### src/rtl/uart_baud_gen.sv
// -----------------------------------------------------------------------------
// uart_baud_gen
//   UART baud generator. A programmable prescaler divides clk down to an
//   oversampling tick (rx_tick). An oversample counter turns OVERSAMPLE of those
//   into one per-bit tick (tx_tick) and a ~50% square wave (baud).
//   A shadow copy of the configuration detects software rewrites and restarts
//   the generator cleanly.
//
//   Optional feature macro: UART_BAUD_FRAC_EN
//     Defined   : the fractional divisor `frac` is accumulated, and the period
//                 is stretched by one cycle on each accumulator carry.
//     Undefined : `frac` is ignored and every period is `divisor` cycles.
//
// Parameters
//   DIV_W      : width of the integer divisor
//   FRAC_W     : width of the fractional divisor (1/2^FRAC_W cycle units)
//   OVERSAMPLE : oversample ticks per bit (power of two, >= 2)
//
// Ports
//   clk         : system clock, all logic on the rising edge
//   rst         : synchronous active-high reset
//   enable      : run generator; low holds counters at 0 and emits no ticks
//   divisor     : clk cycles per rx_tick (0 is invalid)
//   frac        : fractional extension of divisor
//   rx_resync   : 1-cycle pulse from RX start-bit detect, realigns bit phase
//   rx_tick     : 1-cycle pulse, OVERSAMPLE times per bit
//   tx_tick     : 1-cycle pulse, once per bit
//   baud        : high for the first OVERSAMPLE/2 ticks of each bit
//   cfg_changed : 1-cycle pulse after divisor/frac differ from the running config
//   cfg_err     : level, divisor == 0
// -----------------------------------------------------------------------------
module uart_baud_gen #(
    parameter int DIV_W      = 16,
    parameter int FRAC_W     = 4,
    parameter int OVERSAMPLE = 16
) (
    input  logic              clk,
    input  logic              rst,
    input  logic              enable,
    input  logic [DIV_W-1:0]  divisor,
    input  logic [FRAC_W-1:0] frac,
    input  logic              rx_resync,
    output logic              rx_tick,
    output logic              tx_tick,
    output logic              baud,
    output logic              cfg_changed,
    output logic              cfg_err
);

    localparam int OS_W = (OVERSAMPLE > 2) ? $clog2(OVERSAMPLE) : 1;
    localparam logic [OS_W-1:0]  OS_ZERO  = {OS_W{1'b0}};
    localparam logic [OS_W-1:0]  OS_ONE   = OS_W'(1);
    localparam logic [OS_W-1:0]  OS_LAST  = OS_W'(OVERSAMPLE - 1);
    localparam logic [OS_W-1:0]  OS_HALF  = OS_W'(OVERSAMPLE / 2);
    localparam logic [DIV_W-1:0] DIV_ZERO = {DIV_W{1'b0}};
    localparam logic [DIV_W-1:0] DIV_ONE  = DIV_W'(1);
    localparam logic [DIV_W:0]   EXT_ONE  = (DIV_W + 1)'(1);
    localparam logic [DIV_W:0]   EXT_ZERO = {(DIV_W + 1){1'b0}};

    logic [DIV_W-1:0] pre_cnt_r;
    logic [DIV_W-1:0] pre_cnt_nxt_s;
    logic [OS_W-1:0]  os_cnt_r;
    logic [OS_W-1:0]  os_cnt_nxt_s;
    logic [DIV_W-1:0] shadow_div_r;
    logic [DIV_W:0]   period_m1_s;
    logic             cfg_diff_s;
    logic             run_s;
    logic             restart_s;
    logic             carry_s;
    logic             wrap_s;
    logic             tick_s;
    logic             tx_nxt_s;
    logic             baud_nxt_s;

`ifdef UART_BAUD_FRAC_EN
    logic [FRAC_W-1:0] shadow_frac_r;
    logic [FRAC_W-1:0] frac_acc_r;
    logic [FRAC_W-1:0] frac_acc_nxt_s;
    logic [FRAC_W:0]   frac_sum_s;

    // The addition that will be committed at the end of the current period
    // decides whether this period is stretched, so the average period stays
    // exactly divisor + frac/2^FRAC_W from the first period after a restart.
    assign frac_sum_s = {1'b0, frac_acc_r} + {1'b0, frac};
    assign carry_s    = frac_sum_s[FRAC_W];
    assign cfg_diff_s = (divisor != shadow_div_r) || (frac != shadow_frac_r);
`else
    logic unused_frac_s;

    assign unused_frac_s = ^frac;
    assign carry_s       = 1'b0;
    assign cfg_diff_s    = (divisor != shadow_div_r);
`endif

    assign run_s       = enable && (divisor != DIV_ZERO);
    assign restart_s   = cfg_diff_s || !run_s;
    assign period_m1_s = {1'b0, divisor} + (carry_s ? EXT_ONE : EXT_ZERO) - EXT_ONE;
    assign wrap_s      = ({1'b0, pre_cnt_r} == period_m1_s);

    // Next-state logic for prescaler and oversample counter, plus tick decode.
    always_comb begin
        pre_cnt_nxt_s = pre_cnt_r;
        os_cnt_nxt_s  = os_cnt_r;
        tick_s        = 1'b0;
        tx_nxt_s      = 1'b0;
        if (restart_s) begin
            // Config change, disabled or divisor==0: hold everything at zero.
            pre_cnt_nxt_s = DIV_ZERO;
            os_cnt_nxt_s  = OS_ZERO;
        end else if (rx_resync) begin
            // Realign bit phase; a tick due this cycle is swallowed.
            pre_cnt_nxt_s = DIV_ZERO;
            os_cnt_nxt_s  = OS_ZERO;
        end else if (wrap_s) begin
            pre_cnt_nxt_s = DIV_ZERO;
            os_cnt_nxt_s  = os_cnt_r + OS_ONE;
            tick_s        = 1'b1;
            tx_nxt_s      = (os_cnt_r == OS_LAST);
        end else begin
            pre_cnt_nxt_s = pre_cnt_r + DIV_ONE;
        end
        baud_nxt_s = run_s && (os_cnt_nxt_s < OS_HALF);
    end

    // Counter, shadow config and registered output update.
    always_ff @(posedge clk) begin
        if (rst) begin
            pre_cnt_r    <= DIV_ZERO;
            os_cnt_r     <= OS_ZERO;
            shadow_div_r <= DIV_ONE;
            rx_tick      <= 1'b0;
            tx_tick      <= 1'b0;
            baud         <= 1'b0;
            cfg_changed  <= 1'b0;
            cfg_err      <= 1'b0;
        end else begin
            pre_cnt_r    <= pre_cnt_nxt_s;
            os_cnt_r     <= os_cnt_nxt_s;
            shadow_div_r <= divisor;
            rx_tick      <= tick_s;
            tx_tick      <= tx_nxt_s;
            baud         <= baud_nxt_s;
            cfg_changed  <= cfg_diff_s;
            cfg_err      <= (divisor == DIV_ZERO);
        end
    end

`ifdef UART_BAUD_FRAC_EN
    // Fractional accumulator: cleared on restart, advanced on each prescaler
    // wrap, untouched by rx_resync.
    always_comb begin
        frac_acc_nxt_s = frac_acc_r;
        if (restart_s) begin
            frac_acc_nxt_s = {FRAC_W{1'b0}};
        end else if (tick_s) begin
            frac_acc_nxt_s = frac_sum_s[FRAC_W-1:0];
        end else begin
            frac_acc_nxt_s = frac_acc_r;
        end
    end

    // Fractional accumulator and shadow frac registers.
    always_ff @(posedge clk) begin
        if (rst) begin
            frac_acc_r    <= {FRAC_W{1'b0}};
            shadow_frac_r <= {FRAC_W{1'b0}};
        end else begin
            frac_acc_r    <= frac_acc_nxt_s;
            shadow_frac_r <= frac;
        end
    end
`endif

endmodule
### config.mk
export PLATFORM = sky130hd
export DESIGN_NAME = uart_baud_gen
export DESIGN_NICKNAME = d
export VERILOG_FILES = /design/src/rtl/uart_baud_gen.sv
export SDC_FILE = /design/constraint.sdc
export NUM_CORES = 1
export LEC_CHECK = 0
export ABC_AREA = 1
export CAP_MARGIN = 10
export CORE_MARGIN = 2
export CORE_UTILIZATION = 40
export CTS_CLUSTER_DIAMETER = 40
export DETAILED_ROUTE_END_ITERATION = 6
export HOLD_SLACK_MARGIN = 0.1
export PLACE_DENSITY = 0.57
export SLEW_MARGIN = 20
export SYNTH_ARGS = -nofsm -noshare
export SYNTH_HDL_FRONTEND = slang
export SYNTH_SLANG_ARGS = --single-unit
### constraint.sdc
create_clock -name clk -period 2.99 [get_ports clk]
set_input_delay 0.4485 -clock clk [delete_from_list [all_inputs] [get_ports clk]]
set_output_delay 0.4485 -clock clk [all_outputs]
set_load 0.01 [all_outputs]
==> results of run 1 <==
## cells by family (layout without fill, tap and decap cells)
family                     count (synthesis)  count (layout)
and+or+nand+nor                          242             242
xor gates and xnor gates                  26              26
DFF                                       41              41
buffers and inverters                     61              99
adders and majority gates                  3               3
AOI/OAI and AO/OA                         11              11
## flip-flops by register name, summed over array words and instances, names as in the netlist
signal,count
baud,1
rx_tick,1
cfg_err,1
tx_tick,1
shadow_div_r,16
os_cnt_r,4
pre_cnt_r,16
cfg_changed,1
## power breakdown
part	internal [mW]	leakage, nW	switching, mW
clock	0.183	0.0443	0.180
combinational	0.0724	0.898	0.0820
sequential	0.559	0.335	0.00496
## cell type report
cell class / count / share of cell area, %
well taps: 77 / 3.17
clock buffers: 7 / 2.84
multi-input cells: 282 / 48.9
inverters: 57 / 7.05
repair buffers: 35 / 11.0
flip-flops and latches: 41 / 27.0
## worst max path at each step
stage,to,startpoint,cells after the start,slack (ps)
2_1_floorplan,pre_cnt_r[12],divisor[0],14,990
3_3_place_gp,pre_cnt_r[2],divisor[13],10,240
3_5_place_dp,pre_cnt_r[3],divisor[1],15,230
4_1_cts,pre_cnt_r[3],divisor[1],15,550
5_1_grt,pre_cnt_r[3],divisor[15],10,340
6_report,pre_cnt_r[3],divisor[1],15,550
## cell usage in the layout, fill, tap and decap left out
master | synthesis | routed
a21oi_2 | 2 | 2
a31oi_1 | 1 | 1
inv_2 | 1 | 1
xor2_1 | 5 | 5
clkbuf_8 | 0 | 6
o21ai_1 | 2 | 2
buf_12 | 1 | 1
nand4_1 | 13 | 13
dfxtp_1 | 41 | 41
nand2_1 | 97 | 97
nand3_1 | 28 | 28
nor2_1 | 60 | 60
o2111ai_1 | 1 | 1
nor3_2 | 4 | 4
clkbuf_1 | 1 | 1
nand3_2 | 2 | 2
clkdlybuf4s50_1 | 0 | 24
xnor2_1 | 21 | 21
nor2_4 | 4 | 4
a21boi_0 | 1 | 1
buf_4 | 0 | 10
nor2_2 | 14 | 14
nor3_1 | 1 | 1
ha_1 | 3 | 3
nor3b_1 | 7 | 7
nand2_4 | 1 | 1
inv_1 | 56 | 56
nand3b_1 | 6 | 6
o21ai_0 | 2 | 2
nand2_2 | 5 | 5
a21oi_1 | 2 | 2
## per-layer routing
layer	part of all wire, %	wire [um]	GRT usage, %	up-vias
met5	0	0	0	-
met4	0.86	48	4.84	0
met3	3.6	199	3.86	4
met2	46	2570	27.0	30
met1	50	2760	22.1	1018
li1	-	-	-	1270
## worst reg2reg max path, stage by stage, from the launching register on
cell     delay, ps
dfxtp_1        420
ha_1           200
nand2_1         70
nor2_1          90
inv_1           60
nor2_1         170
nand2_1        110
nor2_1         220
nand3_1        180
nor2_1         180
nand3_1        100
xor2_1         160
nor2_2          50
==> metrics.md, run 1 <==
| Metric | Value |
|---|---|
| CP Max Fanout | 6 |
| Slew Limit Headroom | between 70% and 80% |
| Cell family with most CP delay | simple AND/OR/NAND/NOR gates |
| Fmax | a little over 400 MHz |
| Leakage | 1.28 nW |
| Setup ws final | approximately 550 ps |
| Final Instance Area | just over 3000 um2 |
| Remaining DRCs | 0 |
| Via density | between 4 and 5 |
| Synth Area in Simple Gates | 45.0% |
| R2r worst-path depth | 12 |
| Max cap viols | 0 |
| Critical-path cell list | clkdlybuf4s50_1, inv_1, ha_1, nand2_2, nor2_1, nand2_1, nand2_1, nand2_1, nor2_1, nand4_1, nor2_4, nand2_2, nand2_4, buf_4, nor3b_1 |
| Synth area leaders | dfxtp_1 32%, nand2_1 14%, nor2_1 8.8% |
| TritonCTS Buffers | 5 |
| Area Overhead vs Synth | 19.0% |
| Antenna viol nets, final | 0 |
| Mux share of post-synthesis cell area | 0% |
| Fillers | 645 |
| HPWL after DPL | 4.49 mm |
| Crit start category | input pin |
| Crit-path most repeated cell | nand2_1 |
| Synthesis-stage register bit count | 41 |
| Unique masters post-synth | 30 |
| Hold WS | between 400 and 500 ps |
| First DRT Iteration DRCs | 101 |
| Worst hold path type | reg -> reg |
| Die Y | roughly 84 um |
| Reg-to-Reg End | pre_cnt_r[14] |
| Chip width | between 80 and 90 um |
| Warnings, synthesis | 0 |
| Routed WL | approximately 5.6 mm |
| Complex-gate fraction of the synthesized area | under 10% |
| Root buffer cell | clkbuf_8 |
| Area of the multi-input gates | approximately 1500 um2 |
| Gr ovfl total | 0 |
| I/O Buffers | 24 |
| Post-synthesis adder-cell area fraction | ~1.5% |
| Rows | 29 |
| Initial core utilization | between 40% and 50% |
| Ports | 29 |
| Clock Tree Buf Depth | 2 |
| Mapped cell area | 2550 um2 |
| Total Routing Usage GR | between 15 and 20% |
| CTS tree | yes |
| Routability cong. | roughly 0.83 |
| CP arrival | 2610 ps |
| Fin. Hold Viols | 0 |
| Post-Syn Nets | between 400 and 500 |
| Core Util, Final | around half |
| Async S/R FF share, synth | 0% |
| DP Area | slightly below 3000 um2 |
| Max incr delay on CP | 470 ps |
| WHS Endpoint | os_cnt_r[1] |
| Total die area | 7030 um2 |
| Synth area leader | dfxtp_1 |
| Seq/Total Area, Yosys | around 32% |
| Power Total | between 1 and 1.5 mW |
| Crit Path Category | in -> reg |
| Placed cells | approximately 490 |
| Antenna cells | 0 |
| Vias in the first global route | approximately 2,100 |
| Synthesized area per cell | about 6.6 um2 |
| Slew Viols, Final | 0 |
| Worst EP required | roughly 3200 ps |
| Pin count of the biggest net entering global routing | 19 |
| Post-synth EDFFs | 0 |
| Critical Path Slowest Stage Cell | clkdlybuf4s50_1 |
| Status | finished, final reports clean |
| Synth Flop Type | dfxtp_1 |
| Share of cells above drive strength 1 | 11.8% |
| Post-CTS Setup Inserts | 0 |
| Wire per inst | 11.2 um |
| Tightest Pin Transition | about 330 ps |
| Clk sinks | between 40 and 50 |
| RSZ-0062 raised after global routing | false |
| Pre-CTS setup slack | ~230 ps |
| Mapped Cells | 384 |
| CP Capture Type | flop |
| First-pass GRT wire length | roughly 9.4 mm |
| Cts repair resizes | 0 |
| Core Region | around 6200 um2 |
| DR pass1 iterations | 4 |
| Power Dens Cells | approximately 360 nW/um2 |
| Fin nets | ~450 |
| Share of the synthesized area in the top cell type | 32.2% |
| CTS Hold Bufs | 0 |
| Most numerous cell in the Yosys netlist | nand2_1 |
| R2R setup slack | 890 ps |
| Total number of vias | around 2,300 |
| Post-Synth XOR/XNOR Area | under 10% |
| Largest family of logic cells by synthesized area | simple AND/OR/NAND/NOR gates |
| Crit path time final | 2440 ps |
| Finished Layout Cells | 499 |
| Setup TNS | 0 ps |
| Setup Skew | 2.65 ps |
| Worst path buffer plus inverter count | 3 |
| Final setup fails | 0 |
| Peak supply drop | roughly 0.17 mV |
| FF+latch area | about 800 um2 |
| Critical R2R Launch | pre_cnt_r[0] |
| CTS clk-pin slew, worst paths | ~70 ps |
| Initial antenna violation count | 0 |
| Worst skew pair latency | between 200 and 300 ps |
| Tcrit/Tclk final | 81.4% |
| H-tree levels | 2 |
| Hold depth | 2 |
| Worst Hold Launch | os_cnt_r[1] |
| Commonest cells post-synth | 97 x nand2_1, 60 x nor2_1, 56 x inv_1, 41 x dfxtp_1, 28 x nand3_1 |
Note: power is estimated with default switching activity, not from simulation.
==> run 2, diff against run 1 <==
- clock period: 2.99 -> 2.45 ns (I/O delays scaled with it)
==> run 2 against run 1 <==
  * Count of clock-buffer cells in the layout stayed put
  * Non-clock buffer count is 19 higher
  * Critical path depth stayed put
  * Global-route usage is 0.66 points higher
  * Register-to-register slack worse by 490 ps
  * Design area is 4.9% higher
  * Clock skew is 7.5 ps higher
  * Highest routed layer unchanged
  * Combinational power is 33% higher
  * First-iteration DRC count is 21% higher
  * Sequential power is 22% higher
  * Die area stayed put
  * Worst hold slack worse by 0.74 ps
==> metrics.md, run 2 (synthesized netlist as in run 1, its figures left out) <==
| Metric | Value |
|---|---|
| Power Dens Cells | 423 nW/um2 |
| Slew Viols, Final | 0 |
| Crit-path most repeated cell | nand2_1 |
| FF+latch area | ~800 um2 |
| Worst skew pair latency | ~300 ps |
| Worst EP required | ~2700 ps |
| Sw frac | about a quarter |
| Antenna cells | 0 |
| Setup TNS | 0 ps |
| Comb power frac | roughly 15% |
| Crit Path Category | in -> reg |
| Clk sinks | 41 |
| Share of cells above drive strength 1 | between 10% and 20% |
| Slew Limit Headroom | approximately 77% |
| Final Instance Area | 3190 um2 |
| Post-CTS Setup Inserts | 0 |
| Vias in the first global route | around 2,300 |
| Total die area | approximately 7000 um2 |
| CP arrival | ~2500 ps |
| I/O Buffers | 24 |
| Max incr delay on CP | around 530 ps |
| Switching power | 0.343 mW |
| Wire per inst | between 10 and 15 um |
| DP Area | between 3000 and 4000 um2 |
| Clock share of power | about a third |
| Final setup fails | 0 |
| Routed WL | 5.79 mm |
| Fillers | slightly above 600 |
| CP Max Fanout | 7 |
| Total number of vias | 2,422 |
| Critical-path cell list | clkdlybuf4s50_1, nor2_2, nand2_1, nor2_4, nand2_2, nand2_1, nand2_1, nor2_1, nand4_1, nor2_4, buf_4, nand3_1, inv_1, nand2_1, nand2_1 |
| HPWL after DPL | around 4.7 mm |
| Worst path buffer plus inverter count | 3 |
| Core Region | roughly 6200 um2 |
| Leakage | about 1.4 nW |
| CTS clk-pin slew, worst paths | around 70 ps |
| Root buffer cell | clkbuf_8 |
| Share of power burned in registers | about half |
| Initial antenna violation count | 0 |
| H-tree levels | 2 |
| Power Total | approximately 1.3 mW |
| Remaining DRCs | 0 |
| Finished Layout Cells | between 500 and 600 |
| Clock Tree Buf Depth | 2 |
| Setup Skew | a little over 10 ps |
| Crit start category | input pin |
| RSZ-0062 raised after global routing | false |
| Area of the multi-input gates | 1490 um2 |
| CTS tree | yes |
| Worst hold path type | reg -> reg |
| Core Util, Final | about half |
| Ports | 29 |
| Placed cells | 511 |
| Pin count of the biggest net entering global routing | 19 |
| Biggest regs | pre_cnt_r (16), shadow_div_r (16), os_cnt_r (4) |
| Peak supply drop | approximately 0.23 mV |
| Fin nets | ~470 |
| Routability cong. | between 0.8 and 0.9 |
| Fmax | between 400 and 500 MHz |
| R2r worst-path depth | 12 |
| Max cap viols | 0 |
| Crit path time final | roughly 2200 ps |
| Status | finished, final reports clean |
| Gr ovfl total | 0 |
| Cell family with most CP delay | simple AND/OR/NAND/NOR gates |
| Critical Path Slowest Stage Cell | clkdlybuf4s50_1 |
| Commonest non-fill, non-tap cell in the layout | nand2_1 |
| Via density | approximately 4.7 |
| Die Y | approximately 84 um |
| Area Overhead vs Synth | 24.9% |
| CTS Hold Bufs | 0 |
| CP Capture Type | flop |
| Total Routing Usage GR | between 10% and 20% |
| Tightest Pin Transition | ~350 ps |
| Antenna viol nets, final | 0 |
| Hold depth | 2 |
| Fin. Hold Viols | 0 |
| TritonCTS Buffers | 5 |
| Tcrit/Tclk final | 91.1% |
| First-pass GRT wire length | 9.87 mm |
| Chip width | about 84 um |
| Total stage count of the critical path | 15 |
| DR pass1 iterations | 4 |
| First DRT Iteration DRCs | around 120 |
| Rows | 29 |
| Most frequent cells in the layout | 97 x nand2_1, 60 x nor2_1, 56 x inv_1 |
| P_int | 1.01 mW |
| Initial core utilization | roughly two fifths |
==> run 2: final timing paths <==
kind / startpoint / to / slack, ps
min reg2reg: os_cnt_r[2] / tx_tick / 490
max reg2reg: pre_cnt_r[0] / pre_cnt_r[14] / 400
max: divisor[3] / os_cnt_r[1] / 220
min: os_cnt_r[2] / tx_tick / 490
==> run 2: power groups by stage <==
stage	Combinational, mW	Sequential [mW]	Clock, mW
after floorplan	0.105	0.704	0
after global routing	0.229	0.689	0.494
final	0.205	0.688	0.457
after detailed placement	0.205	0.704	0
after global placement	0.203	0.703	0
after CTS	0.206	0.688	0.478
==> run 2: cell type report <==
type | instances | area share (%)
Multi-Input combinational cell | 282 | 46.8
Sequential cell | 41 | 25.8
Timing Repair Buffer | 54 | 15.0
Inverter | 57 | 6.71
Tap cell | 77 | 3.02
Clock buffer | 7 | 2.71
==> run 2: through the flow <==
stage	hold WS (ps)	worst slack, ps
floorplan	446	531
global placement	464	-80.9
detailed placement	480	-111
CTS	490	189
global route	516	9.09
finish	486	218
==> run 2: per-layer routing <==
metal  GRT usage, %  part of all wire [%]  up-vias
li1               -                     -     1303
met1           22.4                    48     1079
met2           29.3                    47       34
met3           2.97                   3.4        6
met4           5.43                   1.3        0
met5              0                     0        -
==> run 2: repair_timing <==
action / CTS / global route
gates resized for setup: 0 / 2
hold endpoints to repair: 0 / 0
setup endpoints to repair: 0 / 7
==> run 2: worst reg2reg max path, stage by stage, from the launching register on <==
cell	delay [ps]
dfxtp_1	420
ha_1	190
nand2_1	70
nor2_1	100
inv_1	60
nor2_1	130
nand2_1	90
nor2_1	210
nand3_1	180
nor2_1	170
nand3_1	110
xor2_1	170
nor2_2	60
==> run 3, diff against run 2 <==
- TNS_END_PERCENT: not set -> 1
==> results of run 3 <==
The final DEF is identical to that of run 2; final timing and power are the same.
